<file path="src/rtl/microwave_pkg.sv">
// Shared microwave keypad-path constants and the BCD cook-time types.
// TIME_ENTRY_DEBOUNCE_EN (in key_sync_edge) uses DEBOUNCE_CYCLES and DB_CNT_W.
package microwave_pkg;

  localparam int unsigned BCD_W           = 4;
  localparam int unsigned NUM_DIGITS      = 4;
  localparam int unsigned BCD_MAX         = 9;
  localparam int unsigned CNT_W           = $clog2(NUM_DIGITS + 1);
  localparam int unsigned DEBOUNCE_CYCLES = 4;
  localparam int unsigned DB_CNT_W        = 3;

  localparam int unsigned SEC_ONES = 0;
  localparam int unsigned SEC_TENS = 1;
  localparam int unsigned MIN_ONES = 2;
  localparam int unsigned MIN_TENS = 3;

  typedef logic [BCD_W-1:0] bcd_t;
  typedef bcd_t [NUM_DIGITS-1:0] bcd_time_t;

endpackage

</file>
<file path="src/rtl/key_sync_edge.sv">
// Synchronizes loadn/digit into clk and produces a one-cycle press pulse.
// TIME_ENTRY_DEBOUNCE_EN: press only after DEBOUNCE_CYCLES consecutive low samples.
module key_sync_edge
  import microwave_pkg::*;
(
  input  logic             clk,
  input  logic             resetn,
  input  logic             loadn,
  input  logic [BCD_W-1:0] digit,
  output logic             press_c,
  output logic [BCD_W-1:0] digit_sync
);

  logic             loadn_meta;
  logic             loadn_sync;
  logic [BCD_W-1:0] digit_meta;

  // Digit rides the same two-flop path so it stays aligned with loadn
  always_ff @(posedge clk or negedge resetn) begin
    if (!resetn) begin
      loadn_meta <= 1'b1;
      loadn_sync <= 1'b1;
      digit_meta <= '1;
      digit_sync <= '1;
    end else begin
      loadn_meta <= loadn;
      loadn_sync <= loadn_meta;
      digit_meta <= digit;
      digit_sync <= digit_meta;
    end
  end

`ifdef TIME_ENTRY_DEBOUNCE_EN
  logic [DB_CNT_W-1:0] db_cnt;
  logic [DB_CNT_W-1:0] db_cnt_next;

  // Count consecutive low samples, saturating at the threshold
  always_comb begin
    db_cnt_next = '0;
    if (!loadn_sync) begin
      db_cnt_next = (db_cnt == DB_CNT_W'(DEBOUNCE_CYCLES)) ? db_cnt : db_cnt + DB_CNT_W'(1);
    end
  end

  always_ff @(posedge clk or negedge resetn) begin
    if (!resetn) db_cnt <= '0;
    else         db_cnt <= db_cnt_next;
  end

  assign press_c = (db_cnt_next == DB_CNT_W'(DEBOUNCE_CYCLES)) &&
                   (db_cnt != DB_CNT_W'(DEBOUNCE_CYCLES));
`else
  logic loadn_prev;

  always_ff @(posedge clk or negedge resetn) begin
    if (!resetn) loadn_prev <= 1'b1;
    else         loadn_prev <= loadn_sync;
  end

  assign press_c = loadn_prev && !loadn_sync;
`endif

endmodule

</file>
<file path="src/rtl/time_entry_register.sv">
// 4-digit BCD MM:SS cook-time entry register fed by the keypad priority encoder.
// Optional TIME_ENTRY_DEBOUNCE_EN debounces loadn inside key_sync_edge.
module time_entry_register
  import microwave_pkg::*;
(
  input  logic             clk,
  input  logic             resetn,
  input  logic [BCD_W-1:0] digit,
  input  logic             loadn,
  input  logic             clearn,
  input  logic             lock,
  output logic             enablen,
  output logic [BCD_W-1:0] sec_ones,
  output logic [BCD_W-1:0] sec_tens,
  output logic [BCD_W-1:0] min_ones,
  output logic [BCD_W-1:0] min_tens,
  output logic [CNT_W-1:0] count,
  output logic             full,
  output logic             zero
);

  logic             press_c;
  logic [BCD_W-1:0] digit_sync;
  logic             capture_c;
  bcd_time_t        digits_q;
  bcd_time_t        digits_d;
  logic [CNT_W-1:0] count_q;
  logic [CNT_W-1:0] count_d;
  logic             enablen_d;

  key_sync_edge u_key_sync_edge (
    .clk        (clk),
    .resetn     (resetn),
    .loadn      (loadn),
    .digit      (digit),
    .press_c    (press_c),
    .digit_sync (digit_sync)
  );

  assign full = (count_q == CNT_W'(NUM_DIGITS));
  assign zero = (digits_q == '0);

  assign capture_c = press_c && !lock && !full && (digit_sync <= BCD_W'(BCD_MAX));

  // Clear beats capture; capture shifts the new digit in at the seconds end
  always_comb begin
    digits_d = digits_q;
    count_d  = count_q;
    if (!clearn) begin
      digits_d = '0;
      count_d  = '0;
    end else if (capture_c) begin
      digits_d = {digits_q[NUM_DIGITS-2:0], digit_sync};
      count_d  = count_q + CNT_W'(1);
    end
    enablen_d = lock || (count_d == CNT_W'(NUM_DIGITS));
  end

  always_ff @(posedge clk or negedge resetn) begin
    if (!resetn) begin
      digits_q <= '0;
      count_q  <= '0;
      enablen  <= 1'b0;
    end else begin
      digits_q <= digits_d;
      count_q  <= count_d;
      enablen  <= enablen_d;
    end
  end

  assign sec_ones = digits_q[SEC_ONES];
  assign sec_tens = digits_q[SEC_TENS];
  assign min_ones = digits_q[MIN_ONES];
  assign min_tens = digits_q[MIN_TENS];
  assign count    = count_q;

endmodule
</file>
<file path="config.mk">
export PLATFORM = sky130hd
export DESIGN_NAME = time_entry_register
export DESIGN_NICKNAME = d
export VERILOG_FILES = /design/src/rtl/microwave_pkg.sv /design/src/rtl/key_sync_edge.sv /design/src/rtl/time_entry_register.sv
export SDC_FILE = /design/constraint.sdc
export NUM_CORES = 1
export LEC_CHECK = 0
export CORE_MARGIN = 10
export CORE_UTILIZATION = 30
export CTS_CLUSTER_SIZE = 28
export DETAILED_ROUTE_END_ITERATION = 10
export GPL_ROUTABILITY_DRIVEN = 0
export SLEW_MARGIN = 15
export SYNTH_ARGS = -nofsm -noshare
export SYNTH_HDL_FRONTEND = slang
export SYNTH_SLANG_ARGS = --single-unit
</file>
<file path="constraint.sdc">
create_clock -name clk -period 1.6 [get_ports clk]
set_input_delay 0.32 -clock clk [delete_from_list [all_inputs] [get_ports clk]]
set_output_delay 0.32 -clock clk [all_outputs]
set_load 0.1 [all_outputs]
</file>
==> impl_metrics.sql, run 1 <==
INSERT INTO impl_metrics (metric_group, metric, value, unit) VALUES
('detailed_routing', 'routedWlPerCell', '15.0', 'um'),
('outcome', 'status', 'complete, but fails checks', ''),
('yosys', 'post_synth.cell_area_avg', '13.8', 'sq um'),
('clocking', 'cts-buffers-inserted', '5', ''),
('timing', 'fin_worst_skew', '0.0112', 'ns'),
('die', 'design.die.area', '0.00731', 'sq mm'),
('grt', 'number_of_antenna_violations_at_the_first_check_in_global_routing', '0', ''),
('grt', 'first_global_vias', '952', ''),
('timing', 'finalMaxSlewViolations', '0', ''),
('die', 'dieWidth', '85.5', 'um'),
('detailed_routing', 'drt-vias-per-instance', '4.49', ''),
('detailed_routing', 'routed_wl', '2950', 'um'),
('grt', 'met1_usage', '0.0871', ''),
('pwr', 'netSwitchingPower', '404', 'uW'),
('grt', 'grt_pass1_wl', '4740', 'um'),
('placed_design', 'io_buffers', '30', ''),
('clocking', 'cts_root_buf', 'sky130_fd_sc_hd__clkbuf_8', ''),
('cells_and_area', 'nets', '156', ''),
('die', 'core', '0.00409', 'sq mm'),
('critical_path', 'timing.critical_path.fanout_max', '3', ''),
('timing', 'hold_violations', '0', ''),
('grt', 'use_met2', '0.131', ''),
('pwr', 'power.density', '748', 'mW/mm^2'),
('placed_design', 'pre_cts_ws', '-0.127', 'ns'),
('clocking', 'clk_pin_slew_worst_paths', '0.07', 'ns'),
('critical_path', 'ordered_cell_list_for_the_critical_path', 'nor4_4 > and4_4 > buf_12', ''),
('critical_path', 'worstSetupStartpointType', 'register', ''),
('clocking', 'clock_sinks', '31', ''),
('pwr', 'power.ir.vdd_worst', '0.000562', 'V'),
('timing', 'post-route-min-period', '1.78', 'ns'),
('clocking', 'postCtsHoldBufs', '0', ''),
('die', 'chipHeight', '85.5', 'um'),
('yosys', 'async_flop_share', '1.00', ''),
('critical_path', 'worst_path_max_stage_delay', '0.45', 'ns'),
('die', 'rows', '23', ''),
('hold_path', 'timing.hold.worst_path_depth', '0', ''),
('pwr', 'power.switching_fraction', '0.243', ''),
('detailed_routing', 'dr.first_iter.drc_count', '39', ''),
('outcome', 'failing_checks', 'negative setup slack', ''),
('yosys', 'yosys-mux-area-fraction', '0.152', ''),
('pwr', 'seq_power_share', '0.498', ''),
('yosys', 'synth-edff-count', '0', ''),
('hold_path', 'hp-class', 'reg2reg', ''),
('yosys', 'synth_fa_ha_area_frac', '0.0194', ''),
('detailed_routing', 'drcViolationCount', '0', ''),
('yosys', 'synth.cell_area', '0.00129', 'sq mm'),
('placed_design', 'dp_hpwl', '2110', 'um'),
('grt', 'global_route.usage.total', '0.0800', ''),
('die', 'io_pins', '31', ''),
('yosys', 'synth_top_family_by_area', 'multiplexers', ''),
('cells_and_area', 'multi_input_comb_area', '523', 'sq um'),
('clocking', 'tritoncts_clock_tree', 'yes', ''),
('clocking', 'worst_skew_pair.late_latency', '0.28', 'ns'),
('grt', 'grtUsageMet3', '0.0331', ''),
('yosys', 'yosys_warnings', '0', ''),
('timing', 'rsz0062_at_grt', 'true', ''),
('timing', 'report.final.setup_viol', '3', ''),
('clocking', 'clock_tree.htree_level_count', '2', ''),
('grt', 'grt.overflow.total', '0', ''),
('cells_and_area', 'flow.area_growth_from_synthesis', '72.9', '%'),
('critical_path', 'slowest_stage', 'sky130_fd_sc_hd__dfrtp_2', ''),
('yosys', 'synth-compound-area-share', '0.0243', ''),
('critical_path', 'critPathKind', 'reg2out', ''),
('timing', 'final_critical_path_setup_slack', '-0.178', 'ns'),
('critical_path', 'crit_arrival', '1.46', 'ns'),
('flow_run', 'cap_viol_max_count', '0', ''),
('cells_and_area', 'final.fill_count', '336', ''),
('placed_design', 'placed_cells', '184', ''),
('detailed_routing', 'drt.antenna.violating_nets', '0', ''),
('placed_design', 'placement.cell_area', '0.00202', 'sq mm'),
('pwr', 'internal_power', '1.26', 'mW');
layer usage:
metal | up-vias | share of wire
met5 | - | 0
met4 | 0 | 0.013
met3 | 4 | 0.051
met2 | 22 | 0.50
met1 | 432 | 0.44
li1 | 422 | -
synthesized netlist by cell type, types with 2 or more instances:
master	instances	area, sq um
sky130_fd_sc_hd__ha_1	2	25.0
sky130_fd_sc_hd__dfrtp_1	20	500
sky130_fd_sc_hd__a21oi_1	2	10.0
sky130_fd_sc_hd__clkbuf_1	2	7.51
sky130_fd_sc_hd__dfstp_2	11	289
sky130_fd_sc_hd__mux2i_1	18	180
sky130_fd_sc_hd__nor4_1	4	25.0
sky130_fd_sc_hd__inv_1	3	11.3
sky130_fd_sc_hd__nor2b_1	17	106
logic make-up (layout without fill, tap and decap cells):
family	count (synthesis)	count (layout)
and+or+nand+nor	28	28
xor gates and xnor gates	1	1
adders and majority gates	2	2
DFF	31	31
AOI/OAI and AO/OA	5	5
buffers and inverters	7	60
muxes	19	19
cell usage in the layout, fill, tap and decap left out:
| master | synthesis | routed |
|---|---|---|
| sky130_fd_sc_hd__buf_6 | 1 | 1 |
| sky130_fd_sc_hd__dfrtp_1 | 20 | 1 |
| sky130_fd_sc_hd__inv_4 | 0 | 2 |
| sky130_fd_sc_hd__and2_4 | 1 | 1 |
| sky130_fd_sc_hd__nor2_1 | 1 | 1 |
| sky130_fd_sc_hd__clkbuf_16 | 0 | 1 |
| sky130_fd_sc_hd__nor4_2 | 0 | 1 |
| sky130_fd_sc_hd__clkinv_2 | 0 | 1 |
| sky130_fd_sc_hd__dfrtp_2 | 0 | 10 |
| sky130_fd_sc_hd__o21ai_2 | 1 | 1 |
| sky130_fd_sc_hd__buf_12 | 0 | 23 |
| sky130_fd_sc_hd__and4_4 | 0 | 1 |
| sky130_fd_sc_hd__ha_1 | 2 | 1 |
| sky130_fd_sc_hd__clkbuf_8 | 0 | 6 |
| sky130_fd_sc_hd__xnor2_1 | 1 | 1 |
| sky130_fd_sc_hd__and2_1 | 1 | 1 |
| sky130_fd_sc_hd__nor2b_1 | 17 | 17 |
| sky130_fd_sc_hd__nor4_4 | 0 | 3 |
| sky130_fd_sc_hd__mux2i_2 | 0 | 1 |
| sky130_fd_sc_hd__a21oi_1 | 2 | 2 |
| sky130_fd_sc_hd__mux2i_1 | 18 | 17 |
| sky130_fd_sc_hd__nand4_1 | 1 | 1 |
| sky130_fd_sc_hd__a21o_1 | 1 | 1 |
| sky130_fd_sc_hd__nand2_1 | 1 | 1 |
| sky130_fd_sc_hd__ha_4 | 0 | 1 |
| sky130_fd_sc_hd__dfrtp_4 | 0 | 9 |
| sky130_fd_sc_hd__nand4b_4 | 1 | 1 |
| sky130_fd_sc_hd__clkdlybuf4s50_1 | 0 | 8 |
| sky130_fd_sc_hd__clkbuf_1 | 2 | 1 |
| sky130_fd_sc_hd__mux2_4 | 1 | 1 |
| sky130_fd_sc_hd__buf_4 | 0 | 16 |
| sky130_fd_sc_hd__dfstp_2 | 11 | 11 |
| sky130_fd_sc_hd__inv_1 | 3 | 1 |
| sky130_fd_sc_hd__o21ai_0 | 1 | 1 |
flip-flops by register name, summed over array words and instances, names as in the netlist:
register	count
count	3
enablen	1
min_ones	4
min_tens	4
sec_ones	4
sec_tens	4
u_key_sync_edge.digit_meta	4
u_key_sync_edge.digit_sync	4
u_key_sync_edge.loadn_meta	1
u_key_sync_edge.loadn_prev	1
u_key_sync_edge.loadn_sync	1
worst max-delay path, delay by kind of cell (launching register included):
kind | cells | cell delay (ns)
AND/OR/NAND/NOR | 2 | 0.55
flip-flops | 1 | 0.45
buffers and inverters | 1 | 0.17
layout make-up:
type	count	share of cell area
well taps	50	0.0281
inverters	3	0.00731
clock buffers	7	0.0388
repair buffers	49	0.313
clock inverters	1	0.00225
multi-input cells	55	0.235
flip-flops and latches	31	0.375
power groups by stage:
| stage | Combinational, mW | Sequential, mW | Clock, mW |
|---|---|---|---|
| floorplan | 0.0726 | 0.882 | 0 |
| global placement | 0.203 | 0.842 | 0 |
| detailed placement | 0.206 | 0.843 | 0 |
| CTS | 0.213 | 0.829 | 0.640 |
| global route | 0.229 | 0.831 | 0.674 |
| finish | 0.216 | 0.830 | 0.619 |
worst paths after layout:
| kind | start | slack [ns] | to |
|---|---|---|---|
| max | min_tens[3] | -0.18 | zero |
| min | u_key_sync_edge.digit_meta[2] | 0.35 | u_key_sync_edge.digit_sync[2] |
| max reg2reg | count[1] | 0 | enablen |
| min reg2reg | u_key_sync_edge.digit_meta[2] | 0.35 | u_key_sync_edge.digit_sync[2] |
| max in group asynchronous | resetn | 0.84 | u_key_sync_edge.digit_meta[0] |
| min in group asynchronous | resetn | 0.43 | min_ones[2] |
what timing repair did:
item | in CTS | in global routing
gates resized for setup | 10 | 3
setup buffers | 3 | 0
gates cloned | 0 | 1
setup endpoints to repair | 18 | 18
pin swaps | 6 | 2
through the flow:
| stage | utilization | hold slack (ns) |
|---|---|---|
| 3_3_place_gp | 0.494 | 0.346 |
| 6_report | 0.545 | 0.354 |
| 3_5_place_dp | 0.494 | 0.347 |
| 2_1_floorplan | - | 0.0244 |
| 4_1_cts | 0.534 | 0.357 |
| 5_1_grt | 0.545 | 0.359 |
No activity file was read; power rests on OpenSTA's default activity.
==> run 2: changes to the inputs <==
- CORE_UTILIZATION: 30 -> 48
- PLACE_DENSITY: not set -> 0.78
- clock period: 1.6 -> 1.87 ns (I/O delays scaled with it)
==> impl_metrics.sql, run 2 (synthesis gave the netlist of run 1 again) <==
INSERT INTO impl_metrics (metric_group, metric, value, unit) VALUES
('outcome', 'status', 'finished, final reports clean', ''),
('critical_path', 'ordered_cell_list_for_the_critical_path', 'nor4_4 > and4_4 > buf_12', ''),
('grt', 'grt.overflow.total', '0', ''),
('cells_and_area', 'final_cell_mix', '21 x sky130_fd_sc_hd__buf_12, 18 x sky130_fd_sc_hd__mux2i_1, 17 x sky130_fd_sc_hd__nor2b_1, 16 x sky130_fd_sc_hd__dfrtp_2, 12 x sky130_fd_sc_hd__buf_4', ''),
('cells_and_area', 'final_util', '0.807', ''),
('cells_and_area', 'flow.area_growth_from_synthesis', '58.0', '%'),
('clocking', 'clk_pin_slew_worst_paths', '0.09', 'ns'),
('detailed_routing', 'routedWlPerCell', '17.0', 'um'),
('timing', 'finalMaxSlewViolations', '0', ''),
('timing', 'final.hold.worst_slack', '0.361', 'ns'),
('timing', 'hold_violations', '0', ''),
('grt', 'grt_max_degree', '32', ''),
('timing', 'report.final.setup_viol', '0', ''),
('clocking', 'cts-buffers-inserted', '5', ''),
('clocking', 'tritoncts_clock_tree', 'yes', ''),
('die', 'core', '0.00252', 'sq mm'),
('pwr', 'power.density', '621', 'mW/mm^2'),
('pwr', 'fin_total_pwr', '1.26', 'mW'),
('critical_path', 'crit_arrival', '1.49', 'ns'),
('flow_run', 'cap_viol_max_count', '0', ''),
('detailed_routing', 'routed_wl', '2860', 'um'),
('detailed_routing', 'drt.antenna.violating_nets', '0', ''),
('die', 'design.die.area', '0.00515', 'sq mm'),
('cells_and_area', 'multi_input_comb_area', '510', 'sq um'),
('critical_path', 'cp_num_buf_inv', '1', ''),
('pwr', 'power.ir.vdd_worst', '0.000689', 'V'),
('pwr', 'seq_power_share', '0.563', ''),
('critical_path', 'critPathRequiredTime', '1.50', 'ns'),
('cells_and_area', 'register_cell_area_after_layout', '817', 'sq um'),
('cells_and_area', 'antenna-diode-count', '0', ''),
('critical_path', 'cp-end-kind', 'output port', ''),
('timing', 'post-route-min-period', '1.86', 'ns'),
('pwr', 'internal_power', '943', 'uW'),
('placed_design', 'io_buffers', '30', ''),
('detailed_routing', 'count_of_vias_placed_by_the_detailed_router', '844', ''),
('detailed_routing', 'drt-pass1-iter-count', '4', ''),
('grt', 'number_of_antenna_violations_at_the_first_check_in_global_routing', '0', ''),
('grt', 'global_route.usage.total', '0.115', ''),
('clocking', 'cts_root_buf', 'sky130_fd_sc_hd__clkbuf_4', ''),
('pwr', 'p_comb_frac', '0.132', ''),
('pwr', 'p_leak', '0.964', 'nW'),
('timing', 'worst_rel_slew_slack', '0.756', ''),
('critical_path', 'worst_path_max_stage_delay', '0.45', 'ns'),
('clocking', 'worst_skew_pair.late_latency', '0.32', 'ns'),
('detailed_routing', 'wl_met3', '177', 'um'),
('pwr', 'power_frac_clock', '0.306', ''),
('detailed_routing', 'dr.first_iter.drc_count', '63', ''),
('detailed_routing', 'drt-vias-per-instance', '5.02', ''),
('pwr', 'power.switching_fraction', '0.253', ''),
('clocking', 'max-clock-path-buffers', '2', ''),
('critical_path', 'timing.critical_path.fanout_max', '2', ''),
('detailed_routing', 'drcViolationCount', '0', ''),
('timing', 'final_min_period_over_clock_period', '0.995', ''),
('die', 'rows', '18', ''),
('timing', 'fin_worst_skew', '0.00925', 'ns'),
('die', 'dieWidth', '71.8', 'um'),
('placed_design', 'dp_hpwl', '2070', 'um'),
('timing', 'worst_slew_pin_slew', '0.366', 'ns'),
('pwr', 'netSwitchingPower', '320', 'uW'),
('critical_path', 'worstSetupStartpointType', 'register', ''),
('cells_and_area', 'final.fill_count', '149', ''),
('clocking', 'clock_tree.htree_level_count', '2', ''),
('timing', 'achievable-frequency', '537', 'MHz'),
('grt', 'grt_pass1_wl', '4770', 'um'),
('critical_path', 'critical_path.top_delay_family', 'simple AND/OR/NAND/NOR gates', ''),
('cells_and_area', 'nets', '149', ''),
('die', 'initial_core_util', '0.510', ''),
('detailed_routing', 'met1_routed_wirelength_after_detailed_routing', '1210', 'um'),
('die', 'io_pins', '31', ''),
('critical_path', 'slowest_stage', 'sky130_fd_sc_hd__dfrtp_2', ''),
('grt', 'first_global_vias', '943', ''),
('clocking', 'postCtsHoldBufs', '0', ''),
('cells_and_area', 'final_common_cell', 'sky130_fd_sc_hd__buf_12', ''),
('die', 'chipHeight', '71.8', 'um'),
('hold_path', 'hp-class', 'reg2reg', ''),
('detailed_routing', 'top_signal_layer_used', 'met4', ''),
('timing', 'rsz0062_at_grt', 'true', ''),
('detailed_routing', 'wl_met2', '1440', 'um'),
('clocking', 'clock_sinks', '31', ''),
('critical_path', 'critPathKind', 'reg2out', ''),
('cells_and_area', 'drive_above_1_share', '0.594', '');
run 2: cell types whose count changed in the layout (fill, tap and decap cells not counted), moves of 2 or more:
cell                       change
sky130_fd_sc_hd__dfrtp_4       -7
sky130_fd_sc_hd__dfrtp_2       +6
sky130_fd_sc_hd__clkbuf_8      -5
sky130_fd_sc_hd__inv_4         -2
sky130_fd_sc_hd__inv_2         +2
sky130_fd_sc_hd__clkbuf_4      +5
sky130_fd_sc_hd__buf_4         -4
sky130_fd_sc_hd__buf_12        -2
run 2: worst paths after layout:
| kind | from | endpoint | slack, ns | depth (start not counted) |
|---|---|---|---|---|
| max | min_tens[3] | zero | 0.008 | 3 |
| min in group asynchronous | resetn | count[1] | 0.43 | 2 |
| min reg2reg | u_key_sync_edge.digit_meta[2] | u_key_sync_edge.digit_sync[2] | 0.36 | 0 |
| max reg2reg | count[0] | sec_tens[0] | 0.17 | 7 |
| max in group asynchronous | resetn | u_key_sync_edge.digit_sync[0] | 1.12 | 2 |
| min | u_key_sync_edge.digit_meta[2] | u_key_sync_edge.digit_sync[2] | 0.36 | 0 |
run 2: cell type report:
| type | instances | share of cell area |
|---|---|---|
| clock buffers | 6 | 0.0252 |
| flip-flops and latches | 31 | 0.402 |
| repair buffers | 42 | 0.296 |
| inverters | 3 | 0.00554 |
| well taps | 30 | 0.0185 |
| clock inverters | 1 | 0.00246 |
| multi-input cells | 55 | 0.251 |
run 2: power by group through the flow:
stage / Combinational [mW] / Clock, mW / Sequential (mW)
6_report: 0.166 / 0.386 / 0.710
2_1_floorplan: 0.0618 / 0 / 0.754
5_1_grt: 0.177 / 0.417 / 0.713
4_1_cts: 0.166 / 0.392 / 0.712
3_3_place_gp: 0.160 / 0 / 0.723
3_5_place_dp: 0.163 / 0 / 0.724
run 2: what timing repair did:
item	in CTS	in global routing
pin swaps	0	3
setup buffers	3	5
endpoints found under the setup margin	1	2
resized for setup	4	4
run 2: stage by stage:
stage | TNS [ns] | instance area, sq um | setup slack [ns] | std cells
final | 0 | 2030 | 0.00848 | 168
after global placement | 0 | 1870 | 0.107 | 153
after CTS | 0 | 1970 | 0.00558 | 163
after global routing | -0.0907 | 2030 | -0.0907 | 168
after floorplan | -1.96 | 1330 | -0.222 | 93
after detailed placement | 0 | 1870 | 0.0354 | 153
run 2: metal layers:
| metal | vias up | track usage |
|---|---|---|
| met5 | - | 0 |
| met4 | 0 | 0.0387 |
| met3 | 5 | 0.0523 |
| met2 | 20 | 0.181 |
| met1 | 417 | 0.134 |
| li1 | 402 | - |
